$ cat src/rtl/batcharger_ctrl.sv
// -----------------------------------------------------------------------------
// batcharger_ctrl
//   Li-ion charge controller: trickle (TC), constant current (CC), constant
//   voltage (CV), DONE with recharge, and a temperature fault state (TFLT).
//   Every non-trivial transition is debounced by a single counter that tracks
//   the highest-priority exit condition of the current state.
//
// Ports
//   clk    : system clock, all state changes on rising edge
//   rstz   : asynchronous active-low reset
//   en     : block enable; dropping it returns to OFF on the next edge
//   sel    : capacity select (latched when OFF is left)
//   vbat   : sensed battery voltage code
//   ibat   : sensed battery current code
//   vtbat  : battery temperature code
//   icode  : current setpoint to the power stage (registered)
//   vcode  : voltage setpoint to the power stage (registered)
//   state  : current FSM state, OFF=0 TC=1 CC=2 CV=3 DONE=4 TFLT=5
//   done   : high only in DONE
//   fault  : high in TFLT, or from a CV timeout until the next OFF
//
// Handshake: none; inputs are sampled every cycle, outputs are registered and
// change only on the clock edge on which the state is entered.
// -----------------------------------------------------------------------------
module batcharger_ctrl #(
    parameter int ADCW   = 8,
    parameter int DEB    = 4,
    parameter int ISTEP  = 8,
    parameter int VPRE   = 153,
    parameter int VFLOAT = 214,
    parameter int VRECH  = 204,
    parameter int TLOW   = 62,
    parameter int THIGH  = 131,
    parameter int THYS   = 5,
    parameter int TMRW   = 16,
    parameter int TCVMAX = 1000
) (
    input  logic            clk,
    input  logic            rstz,
    input  logic            en,
    input  logic [3:0]      sel,
    input  logic [ADCW-1:0] vbat,
    input  logic [ADCW-1:0] ibat,
    input  logic [ADCW-1:0] vtbat,
    output logic [ADCW-1:0] icode,
    output logic [ADCW-1:0] vcode,
    output logic [2:0]      state,
    output logic            done,
    output logic            fault
);

    typedef enum logic [2:0] {
        S_OFF  = 3'd0,
        S_TC   = 3'd1,
        S_CC   = 3'd2,
        S_CV   = 3'd3,
        S_DONE = 3'd4,
        S_TFLT = 3'd5
    } state_t;

    // Which exit condition the debounce counter is currently accumulating.
    typedef enum logic [1:0] {
        W_NONE = 2'd0,
        W_TEMP = 2'd1,
        W_NORM = 2'd2
    } win_t;

    localparam int PW   = ADCW + 4;
    localparam int CNTW = (DEB > 1) ? $clog2(DEB) : 1;

    localparam logic [PW-1:0]   ISTEP_C  = PW'(ISTEP);
    localparam logic [ADCW-1:0] VPRE_C   = ADCW'(VPRE);
    localparam logic [ADCW-1:0] VFLOAT_C = ADCW'(VFLOAT);
    localparam logic [ADCW-1:0] VRECH_C  = ADCW'(VRECH);
    localparam logic [ADCW-1:0] TLOW_C   = ADCW'(TLOW);
    localparam logic [ADCW-1:0] THIGH_C  = ADCW'(THIGH);
    localparam logic [ADCW-1:0] TLOWN_C  = ADCW'(TLOW + THYS);
    localparam logic [ADCW-1:0] THIGHN_C = ADCW'(THIGH - THYS);
    localparam logic [CNTW-1:0] CNT_LAST = CNTW'(DEB - 1);
    localparam logic [TMRW-1:0] TMR_LAST = TMRW'(TCVMAX - 1);

    state_t          state_q, state_d;
    win_t            win_q, win_d;
    logic [CNTW-1:0] cnt_q, cnt_d;
    logic [TMRW-1:0] tmr_q, tmr_d;
    logic [3:0]      sel_q, sel_d;
    logic            to_flag_q, to_flag_d;
    logic [ADCW-1:0] icode_q, icode_d;
    logic [ADCW-1:0] vcode_q, vcode_d;
    logic            done_q, done_d;
    logic            fault_q, fault_d;

    logic [3:0]      sel_eff;
    logic [PW-1:0]   prod;
    logic [ADCW-1:0] ichg, itrk, iend;
    logic            temp_ok, temp_ok_n;
    logic            timeout;
    win_t            win;
    state_t          norm_tgt;
    logic [CNTW-1:0] cnt_cur;

    // The capacity latch is loaded on the OFF exit edge, so the setpoint for
    // that first state must come straight from the sel input.
    always_comb begin
        sel_eff = (state_q == S_OFF) ? sel : sel_q;
        prod    = (PW'(sel_eff) + PW'(1)) * ISTEP_C;
        ichg    = (prod[PW-1:ADCW] != '0) ? {ADCW{1'b1}} : prod[ADCW-1:0];
        itrk    = ichg >> 3;
        iend    = ichg >> 4;
    end

    always_comb begin
        temp_ok   = (vtbat >= TLOW_C)  && (vtbat <= THIGH_C);
        temp_ok_n = (vtbat >= TLOWN_C) && (vtbat <= THIGHN_C);
        timeout   = (tmr_q >= TMR_LAST);
    end

    // Next-state logic.
    always_comb begin
        state_d   = state_q;
        sel_d     = sel_q;
        to_flag_d = to_flag_q;
        win       = W_NONE;
        norm_tgt  = state_q;
        cnt_d     = '0;
        cnt_cur   = '0;

        case (state_q)
            S_OFF: begin
                if (en) begin
                    state_d = (vbat < VPRE_C) ? S_TC : S_CC;
                    sel_d   = sel;
                end
            end
            S_TC: begin
                norm_tgt = S_CC;
                if (!temp_ok)              win = W_TEMP;
                else if (vbat >= VPRE_C)   win = W_NORM;
            end
            S_CC: begin
                norm_tgt = S_CV;
                if (!temp_ok)              win = W_TEMP;
                else if (vbat >= VFLOAT_C) win = W_NORM;
            end
            S_CV: begin
                norm_tgt = S_DONE;
                if (!temp_ok)              win = W_TEMP;
                else if (timeout) begin
                    // Safety timeout is not debounced: it ends CV at once.
                    state_d   = S_DONE;
                    to_flag_d = 1'b1;
                end
                else if (ibat <= iend)     win = W_NORM;
            end
            S_DONE: begin
                norm_tgt = S_CC;
                if (!temp_ok)              win = W_TEMP;
                else if (vbat < VRECH_C)   win = W_NORM;
            end
            S_TFLT: begin
                norm_tgt = (vbat < VPRE_C) ? S_TC : S_CC;
                if (temp_ok_n)             win = W_NORM;
            end
            default: state_d = S_OFF;
        endcase

        // Shared debounce: a change of winning condition restarts the count.
        cnt_cur = (win == win_q) ? cnt_q : '0;
        if (win != W_NONE) begin
            if (cnt_cur == CNT_LAST) begin
                state_d = (win == W_TEMP) ? S_TFLT : norm_tgt;
            end else begin
                cnt_d = cnt_cur + 1'b1;
            end
        end
        win_d = win;

        if (!en) begin
            state_d = S_OFF;
        end

        if (state_d != state_q) begin
            cnt_d = '0;
            win_d = W_NONE;
        end

        if (state_d == S_OFF) begin
            to_flag_d = 1'b0;
        end

        // CV timer: zero on entry and outside CV, saturating inside CV.
        if (state_d == S_CV && state_q == S_CV) begin
            tmr_d = (tmr_q == {TMRW{1'b1}}) ? tmr_q : tmr_q + 1'b1;
        end else begin
            tmr_d = '0;
        end
    end

    // Outputs registered together with the state they belong to.
    always_comb begin
        icode_d = '0;
        vcode_d = '0;
        case (state_d)
            S_TC: icode_d = itrk;
            S_CC, S_CV: begin
                icode_d = ichg;
                vcode_d = VFLOAT_C;
            end
            default: begin
                icode_d = '0;
                vcode_d = '0;
            end
        endcase
        done_d  = (state_d == S_DONE);
        fault_d = (state_d == S_TFLT) || to_flag_d;
    end

    always_ff @(posedge clk or negedge rstz) begin
        if (!rstz) begin
            state_q   <= S_OFF;
            win_q     <= W_NONE;
            cnt_q     <= '0;
            tmr_q     <= '0;
            sel_q     <= '0;
            to_flag_q <= 1'b0;
            icode_q   <= '0;
            vcode_q   <= '0;
            done_q    <= 1'b0;
            fault_q   <= 1'b0;
        end else begin
            state_q   <= state_d;
            win_q     <= win_d;
            cnt_q     <= cnt_d;
            tmr_q     <= tmr_d;
            sel_q     <= sel_d;
            to_flag_q <= to_flag_d;
            icode_q   <= icode_d;
            vcode_q   <= vcode_d;
            done_q    <= done_d;
            fault_q   <= fault_d;
        end
    end

    assign state = state_q;
    assign icode = icode_q;
    assign vcode = vcode_q;
    assign done  = done_q;
    assign fault = fault_q;

endmodule

$ cat config.mk
export PLATFORM = sky130hd
export DESIGN_NAME = batcharger_ctrl
export DESIGN_NICKNAME = d
export VERILOG_FILES = /design/src/rtl/batcharger_ctrl.sv
export SDC_FILE = /design/constraint.sdc
export NUM_CORES = 1
export LEC_CHECK = 0
export ABC_AREA = 0
export CAP_MARGIN = 20
export CORE_UTILIZATION = 45
export DETAILED_ROUTE_END_ITERATION = 12
export GPL_ROUTABILITY_DRIVEN = 1
export PLACE_DENSITY = 0.77
export SLEW_MARGIN = 20
export SYNTH_ARGS = -nofsm -noshare
export SYNTH_HDL_FRONTEND = slang
export SYNTH_SLANG_ARGS = --single-unit
$ cat constraint.sdc
create_clock -name clk -period 4.7 [get_ports clk]
set_clock_uncertainty 0.1 [all_clocks]
set_input_delay 0.705 -clock clk [delete_from_list [all_inputs] [get_ports clk]]
set_output_delay 0.705 -clock clk [all_outputs]
set_load 0.02 [all_outputs]
# After elaboration in Yosys (flattened, before gate mapping)

Index checks and enable logic that the tools add are counted.

Flip-flop bits (word level): 46
Input port bits: 31
Output and inout bits: 21

Add/sub/neg operators: 3
Order comparisons: 10
Equality and inequality tests: 16
Muxes and demuxes: 35
Reductions and logical operators: 12

Operators with widths:

| operator                                                             | number |
|---|---|
| two-way mux 16 bit                                                   | 2 |
| two-way mux 2 bit                                                    | 16 |
| two-way mux 3 bit                                                    | 6 |
| adder 16 x 1 -> 16 bit (second input constant)                       | 1 |
| == test 16 bit (second input constant)                               | 1 |
| greater-or-equal comparator 16 x 10 -> 1 bit (second input constant) | 1 |
| greater-or-equal comparator 8 bit (second input constant)            | 2 |
| less-than comparator 8 bit (second input constant)                   | 2 |
| two-way mux 8 bit                                                    | 2 |
| one-hot mux 8 bit (2 select lines)                                   | 1 |
| == test 3 x 2 -> 1 bit (second input constant)                       | 4 |
| == test 3 bit (second input constant)                                | 4 |
| one-hot mux 3 bit (4 select lines)                                   | 1 |
| one-hot mux 2 bit (5 select lines)                                   | 1 |
| one-hot mux 3 bit (3 select lines)                                   | 1 |
| greater-or-equal comparator 8 x 6 -> 1 bit (second input constant)   | 1 |
| greater-or-equal comparator 8 x 7 -> 1 bit (second input constant)   | 1 |
| <= comparator 8 x 4 -> 1 bit                                         | 1 |
| <= comparator 8 x 7 -> 1 bit (second input constant)                 | 1 |
| <= comparator 8 bit (second input constant)                          | 1 |
| == test 3 x 1 -> 1 bit (second input constant)                       | 2 |
| zero test 3 bit                                                      | 2 |
| adder 4 x 1 -> 5 bit (second input constant)                         | 1 |
| two-way mux 1 bit                                                    | 4 |
| other kinds (14)                                                     | 17 |

# Longest topological paths before layout

Word-level depth: 18
Mapped depth: 23
Depth with buffers taken out: 21

# Least setup slack after synthesis

Ideal clock, no wire load.

Path type: register to register
Start: register state_q[2], in the netlist state[2]
End: register tmr_q[1]
Library setup time: 69 ps
Data arrival time: 5075 ps
Path slack: -544 ps
Cell stages (with the launch flop): 24
Clock period less this slack: 5244 ps
Cell sequence: dfrtp_1 buf_2 nor3_4 mux2_2 ha_1 xor2_1 ha_1 a21o_1 o21a_1 o32a_1 a21o_2 a21oi_1 o21ai_0 xnor2_1 nor2_1 ha_1 nand2_1 a2111oi_4 or2_4 mux2_4 or3_1 buf_6 buf_12 nor2_4

Cells in the longest elaborated chain, start to end: 18
Elaborated cells between the ends (all ways): 33

Ends and longest elaborated chain:

| what                                                                                | RTL line | RTL |
|---|---|---|
| start: declaration                                                                  | 82       | `state_t state_q, state_d;` |
| start signal: assignment                                                            | 231      | `state_q <= state_d;` |
| zero test 3 bit                                                                     | 105, 128 |  |
| two-way mux 4 bit                                                                   | 105      | `sel_eff = (state_q == S_OFF) ? sel : sel_q;` |
| adder 4 x 1 -> 5 bit                                                                | 106      | `prod = (PW'(sel_eff) + PW'(1)) * ISTEP_C;` |
| two-way mux 8 bit                                                                   | 107      | `ichg = (prod[PW-1:ADCW] != '0) ? {ADCW{1'b1}} : prod[ADCW-1:0];` |
| <= comparator 8 x 4 -> 1 bit                                                        | 153      | `else if (ibat <= iend) win = W_NORM;` |
| two-way mux 2 bit                                                                   | 153      |  |
| two-way mux 2 bit                                                                   | 148      | `else if (timeout) begin` |
| two-way mux 2 bit                                                                   | 147      | `if (!temp_ok) win = W_TEMP;` |
| [... 2 more ...]                                                                    | n/a      |  |
| two-way mux 2 bit                                                                   | 168      | `cnt_cur = (win == win_q) ? cnt_q : '0;` |
| == test 2 bit                                                                       | 170      | `if (cnt_cur == CNT_LAST) begin` |
| two-way mux 3 bit                                                                   | 170      |  |
| two-way mux 3 bit                                                                   | 169      | `if (win != W_NONE) begin` |
| two-way mux 3 bit                                                                   | 178      | `if (!en) begin` |
| == test 3 x 2 -> 1 bit                                                              | 192      | `if (state_d == S_CV && state_q == S_CV) begin` |
| logical AND 1 bit *                                                                 | 192      |  |
| inequality test 2 bit (no source line) / two-way mux 16 bit (equally long branches) | n/a      |  |
| end signal: assignment                                                              | 234      | `tmr_q <= tmr_d;` |
| end: declaration                                                                    | 85       | `logic [TMRW-1:0] tmr_q, tmr_d;` |

Mark *: on every way between the ends. The rest lies on a longest branch, timed or not.
A chain may end at the register's enable or synchronous reset.

# Worst setup path in the final report

Start: input sel[1]
End: register tmr_q[12]

Cells in the longest elaborated chain, start to end: 17
Elaborated cells between the ends (all ways): 21

Ends and longest elaborated chain:

| what                                                                                | RTL line | RTL |
|---|---|---|
| start: declaration                                                                  | 41       | `input logic [3:0] sel,` |
| two-way mux 4 bit *                                                                 | 105      |  |
| adder 4 x 1 -> 5 bit *                                                              | 106      |  |
| two-way mux 8 bit *                                                                 | 107      |  |
| <= comparator 8 x 4 -> 1 bit *                                                      | 153      |  |
| two-way mux 2 bit *                                                                 | 153      |  |
| two-way mux 2 bit *                                                                 | 148      |  |
| two-way mux 2 bit *                                                                 | 147      |  |
| one-hot mux 2 bit (5 select lines) *                                                | 128      | `case (state_q)` |
| == test 2 bit                                                                       | 168      |  |
| two-way mux 2 bit                                                                   | 168      |  |
| == test 2 bit                                                                       | 170      |  |
| two-way mux 3 bit                                                                   | 170      |  |
| two-way mux 3 bit *                                                                 | 169      |  |
| two-way mux 3 bit *                                                                 | 178      |  |
| == test 3 x 2 -> 1 bit *                                                            | 192      |  |
| logical AND 1 bit *                                                                 | 192      |  |
| inequality test 2 bit (no source line) / two-way mux 16 bit (equally long branches) | n/a      |  |

Marked as above.

==> flow_summary_export.csv <==
group,metric,value,unit
synthesis,synth_edf_count,0,
floorplanning,die_area,0.00624,mm²
sta,rsz0062_at_grt,"yes",
global_route,gr-usage-met3,3.91,%
clocking,cts_root_buf,"clkbuf_8",
routing,drc,0,
pwr,p_per_area,264,mW/mm²
pwr,swShare,32.7,%
clocking,cts_tree,"built",
global_route,grt.total_usage,21.0,%
synthesis,ys_seq_elements,39,
setup_path,start_kind,"input pin",
sta,setup_viol,26,
clocking,ctsHoldBuffers,0,
layout,num_antenna_cells,0,
synthesis,synth_ff_type,"dfrtp_1",
global_route,grt_pass1_vias,2353,
setup_path,max_stage_delay,0.42,ns
placed_design,portBuffers,48,
floorplanning,rows,27,
placed_design,gp_congestion,0.852,
layout,syn2layout_area_growth,37.3,%
pwr,clockPowerShare,23.5,%
routing,routedWlPerCell,14.2,µm
routing,antenna_left,0,
sta,tightest_slew,0.846,ns
routing,drt_wl_total,6.08,mm
global_route,top_usage_layer,"met2",
synthesis,synthArstFlopShare,100,%
run_status,violations,"setup timing",
synthesis,syn_inst,276,
sta,finalHoldViolCount,0,
sta,slew_headroom,43.6,%
floorplanning,die_h,79.0,µm
sta,fmax,205,MHz
setup_path,crit_top_cell,"mux2_4",
setup_path,crit_type,"input pin to flop",
floorplanning,start_util,47.6,%
layout,seq_area,977,µm²
clocking,htree_levels,2,
synthesis,syn_avg_cell_area,9.67,µm²
synthesis,synthTopCellsByArea,"dfrtp_1 37%, xnor2_1 5.3%, ha_1 4.2%",
pwr,p_int,650,µW
placed_design,dp_cells,414,
setup_path,cp_max_fo,9,
run_status,status,"finished, violations left",
sta,worst_slack,-0.174,ns
clocking,clkTransAtPathRegs,0.08,ns
pwr,power_frac_seq,38.7,%
placed_design,place_hpwl,4.53,mm
routing,drtIter0Drc,81,
synthesis,ys_seq_area_share,36.6,%
sta,period_minus_slack,4.87,ns
global_route,grt_pass1_wl,10.3,mm
layout,final_cell_mix,"46 x clkdlybuf4s50_1, 38 x dfrtp_1, 33 x buf_4",
routing,firstDrtPassIters,4,
synthesis,yosys_warnings,0,
clocking,clk-insertion-delay-late,0.30,ns
floorplanning,die-width,79.0,µm
routing,via_per_inst,5.36,
layout,layout.nets,396,
global_route,grt_max_degree,40,
sta,timing.hold.ws,0.404,ns
synthesis,synth_top_cell_by_area,"dfrtp_1",
clocking,cts_made_buffers,5,
setup_path,crit_family,"compound AO/OA/AOI/OAI gates",
pwr,power_frac_comb,37.8,%
routing,vias,2299,
synthesis,syn_area,0.00267,mm²
job,cap_violations,0,
setup_path,crit_slowest_cell,"clkdlybuf4s50_1",
sta,slew_violations,0,
sta,finalCritPeriodShare,104,%
pwr,p_leak,0.00153,µW
layout,final_common_cell,"clkdlybuf4s50_1",
layout,multi_input_area,0.00169,mm²
global_route,grt_antenna_before_repair,0,
setup_path,required,4.83,ns
floorplanning,core-area,0.00561,mm²
layout,utilization,65.3,%
synthesis,synth_top_cell_area_share,36.6,%
setup_path,arrival,5.01,ns
setup_path,timing.critical_path.buf_inv,2,
global_route,grtUsageMet1,26.1,%
synthesis,ys_types,65,
setup_path,critPathCaptureType,"flop",
global_route,overflow,0,
pwr,switchingPower,316,µW
floorplanning,io-pin-count,52,
layout,drive_gt1_share,28.9,%
clocking,clock_path_buffers,2,
layout,final.fill_count,451,
worst_hold_path,hp-class,"input pin to async pin",
layout,final_cells,429,
setup_path,cp_cell_sequence,"clkdlybuf4s50_1, mux2_4, ha_4, xor2_2, ha_1, a21o_1, a31oi_1, mux2i_1, a21o_2, a21oi_2, o21ai_2, xnor2_2, nor2_1, ha_2, nand2_2, a2111oi_4, or2_4, mux2_4, or3_4, buf_12, nor2_4",
global_route,grtUsageMet2,35.9,%
clocking,clock-sinks,39,
pwr,ir_worst_vdd,0.000165,V
## through the flow
stage	instance area (µm²)	power, µW	TNS [ns]	setup WS [ns]
after CTS	3560	948	-1.38	-0.112
final	3660	966	-3.01	-0.174
after global placement	3400	694	-12.79	-0.560
after floorplan	2720	570	-7.42	-0.473
after global routing	3660	1020	-9.71	-0.402
after detailed placement	3400	702	-16.08	-0.681
## logic make-up (layout without fill, tap and decap cells)
group                    Yosys count  count (layout)  share of synthesized area (%)
adder cells (fa/ha/maj)            9               9                           4.22
multiplexers                      14              14                           5.72
XOR/XNOR                          21              21                           6.89
AO/OA/AOI/OAI                     58              58                           16.3
AND/OR/NAND/NOR                  110             110                           24.2
other                              1               3                          0.141
buffers and inverters             24             103                           5.91
flip-flops                        39              39                           36.6
## timing repair
| item | in CTS | in global routing |
|---|---|---|
| resized for setup | 11 | 16 |
| endpoints found under the setup margin | 28 | 29 |
| pin swaps | 5 | 6 |
| buffers inserted | 3 | 4 |
| endpoints found under the hold margin | 0 | 0 |
## synthesized netlist by cell type, types with 3 or more instances
library cell / count
a211oi_1: 4
a21oi_1: 11
buf_4: 7
buf_6: 3
dfrtp_1: 39
ha_1: 9
inv_1: 9
mux2_2: 6
mux2i_1: 7
nand2_1: 23
nand3_1: 11
nand4_1: 5
nor2_1: 26
nor2_4: 10
nor3_1: 4
nor4_1: 4
o211ai_1: 3
o21ai_0: 14
xnor2_1: 16
xor2_1: 5
## final timing paths
path / start / end / slack [ns] / depth (start not counted)
worst max-delay path: sel[1] / tmr_q[12] / -0.17 / 21
worst min-delay path: rstz / win_q[0] / 0.40 / 1
worst max register to register: state[1] / tmr_q[12] / -0.16 / 21
worst min register to register: tmr_q[14] / tmr_q[14] / 0.44 / 1
max in group asynchronous: rstz / state[2] / 3.50 / 1
min in group clk: tmr_q[14] / tmr_q[14] / 0.44 / 1
## flip-flops by register name, summed over array words and instances (netlist names)
register / cells
done: 1
tmr_q: 16
state: 3
fault: 1
icode: 8
to_flag_q: 1
cnt_q: 2
sel_q: 4
vcode: 1
win_q: 2
## routing by layer
layer,wire length (µm),vias to the layer above
met5,0,-
met4,90,0
met3,236,8
met2,2970,50
met1,2790,1100
li1,-,1141
## power groups by stage
| stage | Sequential, µW | Combinational, µW | Clock [µW] |
|---|---|---|---|
| after floorplan | 395 | 175 | 0 |
| after global placement | 379 | 315 | 0 |
| after detailed placement | 380 | 321 | 0 |
| after CTS | 374 | 340 | 234 |
| after global routing | 376 | 396 | 250 |
| final | 374 | 365 | 227 |
## cell type report
type	instances	area share, %
multi-input combinational	215	46.1
clock inverter	3	0.546
tap	72	2.46
sequential	39	26.7
inverter	10	1.09
timing repair buffer	85	21.3
clock buffer	5	1.88
Note: power is estimated with default switching activity, not from simulation.
